File: config.mk
export PLATFORM = sky130hd
export DESIGN_NAME = ttl_74298_sync
export DESIGN_NICKNAME = d
export VERILOG_FILES = /design/src/rtl/ttl_74298_sync.sv
export SDC_FILE = /design/constraint.sdc
export NUM_CORES = 1
export LEC_CHECK = 0
export BUFFER_PORTS_ARGS = -buffer_cell sky130_fd_sc_hd__buf_2
export CORE_AREA = 3 3 40 42
export CTS_CLUSTER_DIAMETER = 150
export DETAILED_ROUTE_END_ITERATION = 16
export DIE_AREA = 0 0 43 45
export PLACE_DENSITY = 0.57
export SYNTH_ARGS = -nofsm -noshare
export SYNTH_HDL_FRONTEND = slang
export SYNTH_SLANG_ARGS = --single-unit
File: constraint.sdc
create_clock -name Clk -period 1.1 [get_ports Clk]
set_clock_uncertainty 0.05 [all_clocks]
set_input_delay 0.055 -clock Clk [delete_from_list [all_inputs] [get_ports Clk]]
set_output_delay 0.055 -clock Clk [all_outputs]
set_load 0.01 [all_outputs]
File: src/rtl/ttl_74298_sync.sv
// ttl_74298_sync: 74298-style multiplexer with storage, clocked by a sampled TTL clock pin.
// Optional build macro TTL_SYNC_EDGE_FILTER_EN adds a two-sample glitch filter before edge detection.
module ttl_74298_sync #(
  parameter int                BLOCKS       = 4,
  parameter int                WIDTH_IN     = 2,
  parameter int                WIDTH_SELECT = $clog2(WIDTH_IN),
  parameter int                EDGE_FALLING = 1,
  parameter logic [BLOCKS-1:0] RESET_VALUE  = {BLOCKS{1'b0}}
) (
  input  logic                         Clk,
  input  logic                         RST,
  input  logic                         Cen,
  input  logic                         Clk_ttl,
  input  logic                         Enable_bar,
  input  logic [WIDTH_SELECT-1:0]      Select,
  input  logic [BLOCKS*WIDTH_IN-1:0]   A_2D,
  output logic [BLOCKS-1:0]            Y,
  output logic                         Edge_strobe
);

  // Reset level of the sampled pin is the active level, so a first edge needs an inactive sample.
  localparam logic C_PREV_RST = (EDGE_FALLING != 0) ? 1'b0 : 1'b1;

  logic              r_clk_prev;
  logic              r_strobe;
  logic [BLOCKS-1:0] r_y;
  logic [BLOCKS-1:0] w_y_next;
  logic [WIDTH_IN-1:0] w_ch;
  logic              w_edge;
  logic              w_act;
  logic              w_sel_ok;
  logic              w_prev_load;

`ifdef TTL_SYNC_EDGE_FILTER_EN
  logic              r_samp;
  logic              w_stable;

  // A level counts only once it is seen on two consecutive qualified samples.
  always_comb begin
    w_stable    = (Clk_ttl == r_samp);
    w_prev_load = Cen & w_stable;
  end
`else
  // Without the filter every qualified sample updates the remembered level.
  always_comb begin
    w_prev_load = Cen;
  end
`endif

  // Active-edge detection from the remembered level and the current pin value.
  always_comb begin
    if (EDGE_FALLING != 0) begin
      w_edge = r_clk_prev & ~Clk_ttl;
    end else begin
      w_edge = ~r_clk_prev & Clk_ttl;
    end
`ifdef TTL_SYNC_EDGE_FILTER_EN
    w_act = Cen & w_stable & w_edge;
`else
    w_act = Cen & w_edge;
`endif
  end

  // Per-channel selection; an out-of-range select leaves every channel at its stored value.
  always_comb begin
    w_sel_ok = (32'(Select) < 32'(WIDTH_IN));
    w_y_next = r_y;
    w_ch     = {WIDTH_IN{1'b0}};
    for (int i = 0; i < BLOCKS; i++) begin
      w_ch = A_2D[i*WIDTH_IN +: WIDTH_IN];
      if (w_sel_ok) begin
        w_y_next[i] = w_ch[Select];
      end else begin
        w_y_next[i] = r_y[i];
      end
    end
  end

  // Sampled pin history, output register and edge strobe.
  always_ff @(posedge Clk) begin
    if (RST) begin
      r_clk_prev <= C_PREV_RST;
      r_strobe   <= 1'b0;
      r_y        <= RESET_VALUE;
`ifdef TTL_SYNC_EDGE_FILTER_EN
      r_samp     <= C_PREV_RST;
`endif
    end else begin
      if (w_prev_load) begin
        r_clk_prev <= Clk_ttl;
      end
`ifdef TTL_SYNC_EDGE_FILTER_EN
      if (Cen) begin
        r_samp <= Clk_ttl;
      end
`endif
      r_strobe <= w_act;
      if (w_act && !Enable_bar) begin
        r_y <= w_y_next;
      end
    end
  end

  assign Y           = r_y;
  assign Edge_strobe = r_strobe;

endmodule

==> metrics.txt, run 1 <==
commonest non-fill, non-tap cell in the layout=buf_2; Cell Area, Synth=260.3 um^2; Slowest cell on crit path=dfxtp_1; Max Buffers Root-to-Sink=2; Starting Density=20.25%; Ant. Diodes=0; Yosys warnings=0; Residual DRC=0; Seq/Total Area, Yosys=46.15%; WP data required=1220 ps; CTS clk-pin slew, worst paths=50 ps; Area Overhead vs Synth=58.17%; crit-path leading delay family=simple AND/OR/NAND/NOR gates; via/cell ratio=4.267; CP cell instances=and4bb_4 > nor2_1 > a211oi_2; fin crit period=1029 ps; htree depth=1; cts bufs inserted=3; Die Footprint=1935 um^2; antenna violations before repair=0; # port buffers=18; routed length per instance=10.97 um; FP Rows=13; crit path launch type=flip-flop; fmax=0.9720 GHz; Root Buffer=clkbuf_4; Flop pwr share=45.5%; P_leak=0.1983 nW; Worst Path Arrival=1150 ps; final setup fails=0; Die X=43 um; Switching Share=23.13%; Netlist cell types=8; I/O pins=19; Worst Path Buf+Inv=0; Slew Viols, Final=0; CTS tree=yes; WL final=658 um; maxcap violations=0; Slew Limit Headroom=87.05%; Mean Syn Cell Area=10.84 um^2; Synth Instances=24; HP Class=in2reg; Pwr Density=1209 nW/um^2; Detail Route Antenna Nets=0; CTS sink cnt=6; first-pass detailed-route iteration total=2; Max rail drop VDD=0.6285 mV; share of cells above drive strength 1=60.00%; cell-internal power=0.0003827 W; Clk pwr share=42.0%; Design Area, Final=411.6 um^2; largest net degree at the start of global routing=8; flops & latches, synth=6; FILL cells=140; RSZ-0062 raised after global routing=no; register area=120.1 um^2; GRT Residual Overflow=0; final hold violations=0; Nets=61; Least-Margin Pin Slew=188.9 ps; NetSw=0.0001152 W; vias in the first global route=253; non-filler instance count after layout=60; most frequent cells in the layout=18 x buf_2, 6 x dfxtp_1, 5 x mux2i_1, 5 x nor2_1; dpl cell area=360.3 um^2; status=completed; All-Layer GR Usage=7.846%; DRT iter0 DRCs=1; RD Place Congestion=0.5883; Core Area=1285 um^2; kind of critical path=reg2reg; Period Utilization, post-route=93.53%; placed insts=56; setup TNS=0 ps; CP Max Fanout=7; critical path's largest stage delay=350 ps; Multi-input gate area=142.6 um^2; die height=45 um; vias=256; Crit. End Element=flip-flop; Combinational Power Share=12.6%; syn_nets=38; Clk Latency, worst-skew pair=250 ps; global-route wire length before repair=1007 um
-- power by group through the flow --
stage	combinational (W)	sequential (W)	clock [W]
CTS	0.0000581	0.000226	0.000216
global placement	0.0000552	0.000230	0
detailed placement	0.0000551	0.000230	0
floorplan	0.0000239	0.000231	0
global route	0.0000700	0.000227	0.000240
finish	0.0000625	0.000226	0.000209
-- synth_stat cells --
cell | instances | area [um^2]
dfxtp_1 | 6 | 120.1
a211oi_1 | 4 | 30.03
clkbuf_2 | 1 | 5.000
nor2_1 | 5 | 18.77
mux2i_1 | 5 | 50.05
buf_6 | 1 | 11.26
and4bb_2 | 1 | 12.51
and4bb_1 | 1 | 12.51
-- metrics by stage --
step	setup WS [ps]	hold slack, ps	utilization (%)	total power [W]
5_1_grt	3.398	41.03	32.04	0.0005365
2_1_floorplan	125.0	77.38	-	0.0002550
3_3_place_gp	53.54	250.6	28.04	0.0002850
4_1_cts	18.79	18.13	30.57	0.0004999
3_5_place_dp	30.18	251.4	28.04	0.0002851
6_report	71.15	28.53	32.04	0.0004978
-- worst paths after layout --
kind	startpoint	to	slack (ps)	cells past startpoint
setup / recovery	r_clk_prev$_SDFFE_PP0P_	Y[3]$_SDFFE_PP0P_	70	3
hold reg to reg	Y[1]$_SDFFE_PP0P_	Y[1]$_SDFFE_PP0P_	460	2
setup reg to reg	r_clk_prev$_SDFFE_PP0P_	Y[3]$_SDFFE_PP0P_	70	3
hold / removal	Clk_ttl	r_clk_prev$_SDFFE_PP0P_	30	3
-- metal layers --
metal / wire [um] / part of all wire, % / global-route usage, %
met1: 262 / 40 / 8.010
met2: 293 / 45 / 10.78
met3: 103 / 16 / 7.570
met5: 0 / 0 / 0
met4: 0 / 0 / 3.614
-- logic make-up after synthesis --
kind of cell | share of synthesized area (%)
and+or+nand+nor | 16.83
DFF | 46.16
muxes | 19.23
AOI/OAI and AO/OA | 11.54
buffers and inverters | 6.248
-- area by class of cell --
type	count	area share [%]
multi-input cells	16	34.65
flip-flops and latches	6	29.18
well taps	15	4.559
repair buffers	20	26.14
clock buffers	3	5.471
-- state kept, by name, indices dropped and copies added, names as in the netlist --
name / flops
Edge_strobe: 1
Y: 4
r_clk_prev: 1
-- tightest hold or removal path, stage by stage --
cell	delay (ps)
buf_2	100
mux2i_1	60
nor2_1	70
-- timing repair --
action	CTS	global route
endpoints found under the setup margin	0	4
setup buffers	0	0
hold buffers	1	0
resized for setup	0	5
hold endpoints to repair	5	0
Note: power is estimated with default switching activity, not from simulation.
==> run 2: changes to the inputs <==
- PLACE_DENSITY: 0.57 -> 0.47
==> run 2 against run 1 <==
- die area is the same
- global-route usage unchanged
- critical path type unchanged
- sequential power hardly changed
- maximum frequency increased by 2.8%
- combinational power decreased by 6.4%
- hold slack worse by 2.8 ps
- routed wire length fell by 6.4%
- cell area is 3.6% lower
- power down 2.1%
- flip-flop and latch count unchanged
- sequential share of layout area increased by 1.1 points
- cell count is the same
==> metrics.txt, run 2 (synthesized netlist as in run 1, its figures left out) <==
Clk Latency, worst-skew pair=240 ps (about the same); setup TNS=0 ps (unchanged); die height=45 um (unchanged); Slew Limit Headroom=89.63% (+2.6 points); critical path's largest stage delay=340 ps (about the same); crit-path leading delay family=flip-flops; Nets=61 (unchanged); Tot Pwr=0.0004876 W (-2.1%); first-pass detailed-route iteration total=1 (-1); P_leak=0.1947 nW (-1.8%); I/O pins=19 (unchanged); GRT Residual Overflow=0 (unchanged); Ant. Diodes=0 (unchanged); WP data required=1210 ps (about the same); status=completed; fin crit period=1001 ps (-28.29 ps); final setup fails=0 (unchanged); Die X=43 um (unchanged); final hold violations=0 (unchanged); FILL cells=138 (-1.4%); routed length per instance=10.27 um (-6.4%); Worst Path Buf+Inv=0 (unchanged); Slew Viols, Final=0 (unchanged); HP Class=in2reg; CTS sink cnt=6 (unchanged); Worst Path Arrival=1110 ps (-40 ps); All-Layer GR Usage=7.846% (unchanged); RSZ-0062 raised after global routing=no; Starting Density=20.25% (unchanged); Multi-input gate area=127.6 um^2 (-11%); Pwr Density=1229 nW/um^2 (+1.6%); Least-Margin Pin Slew=151.2 ps (-37.63 ps); max reg flops=4 (unchanged); vias in the first global route=282 (+11%); commonest non-fill, non-tap cell in the layout=buf_2; Crit. End Element=flip-flop; CP cell instances=and4bb_4 > nor2_1 > a211oi_1; Core Area=1285 um^2 (unchanged); antenna violations before repair=0 (unchanged); fmax=0.9994 GHz (+2.8%); DRT iter0 DRCs=0 (-1); non-filler instance count after layout=60 (unchanged); cts bufs inserted=3 (unchanged); kind of critical path=reg2reg; crit path launch type=flip-flop; CP Max Fanout=7 (unchanged); CTS clk-pin slew, worst paths=40 ps (about the same); Design Area, Final=396.6 um^2 (-3.6%); htree depth=1 (unchanged); Detail Route Antenna Nets=0 (unchanged); Slowest cell on crit path=dfxtp_1; most frequent cells in the layout=18 x buf_2, 6 x dfxtp_1, 5 x mux2i_1, 5 x nor2_1, 4 x a211oi_1; Residual DRC=0 (unchanged); Area Overhead vs Synth=52.40%; RD Place Congestion=0.5784 (-1.7%); dpl cell area=352.8 um^2 (-2.1%); CTS tree=yes; register area=120.1 um^2 (unchanged); global-route wire length before repair=1035 um (+2.8%); WL final=616 um (-6.4%); Max Buffers Root-to-Sink=2 (unchanged); largest net degree at the start of global routing=9 (+1); FP Rows=13 (unchanged); share of cells above drive strength 1=53.33% (-6.7 points); Root Buffer=clkbuf_4; Die Footprint=1935 um^2 (unchanged); Max rail drop VDD=0.5115 mV (-19%); maxcap violations=0 (unchanged); vias=251 (-2.0%); placed insts=55 (-1.8%); via/cell ratio=4.183 (-2.0%); Period Utilization, post-route=90.96% (-2.6 points); # port buffers=18 (unchanged)
## run 2: changes by cell type in the layout (fill, tap and decap cells not counted)
cell and delta:
a211oi_1 +3, a211oi_2 -3
## run 2: path summary, 6_finish.rpt
kind                                 from                 endpoint  slack (ps)  cells after the start
setup / recovery  r_clk_prev$_SDFFE_PP0P_        Y[0]$_SDFFE_PP0P_         100                      3
setup reg to reg  r_clk_prev$_SDFFE_PP0P_        Y[0]$_SDFFE_PP0P_         100                      3
hold reg to reg         Y[2]$_SDFFE_PP0P_        Y[2]$_SDFFE_PP0P_         450                      2
hold / removal                    Clk_ttl  r_clk_prev$_SDFFE_PP0P_          30                      3
## run 2: area by class of cell
cell class,instances,share of cell area (%)
tap,15,4.732
clock buffer,3,5.678
sequential,6,30.28
multi-input combinational,16,32.18
timing repair buffer,20,27.13
## run 2: worst reg2reg max path: cells and delay by family, from the launching register on
family / cells / cell delay [ps]
AND/OR/NAND/NOR: 2 / 340
flip-flops: 1 / 340
AO/OA/AOI/OAI: 1 / 190
## run 2: through the flow
stage | setup slack (ps) | hold WS (ps) | utilization (%)
final | 99.44 | 25.68 | 30.87
after global routing | 13.63 | 45.02 | 30.87
after CTS | 3.879 | 18.10 | 29.99
after detailed placement | 18.34 | 252.4 | 27.46
after global placement | 26.59 | 251.8 | 27.46
after floorplan | 125.0 | 77.38 | -
## run 2: per-layer routing
metal  part of all wire [%]  wire length (um)  GRT usage (%)  vias to the layer above
met3                     14                88          7.968                        0
li1                       -                 -              -                      130
met2                     48               293          12.87                       14
met1                     38               234          6.068                      107
met5                      0                 0              0                        -
met4                      0                 0          3.614                        0
## run 2: timing repair
item                                    CTS  global route
gates resized for setup                   0             2
endpoints found under the setup margin    0             4
hold buffers                              1             0
hold endpoints to repair                  5             0
setup buffers                             0             1
## run 2: report_power, final
group / switching (W) / total, W / internal (W)
clock network: 0.0000795 / 0.000203 / 0.000123
registers: 0.00000268 / 0.000226 / 0.000223
logic: 0.0000236 / 0.0000585 / 0.0000349
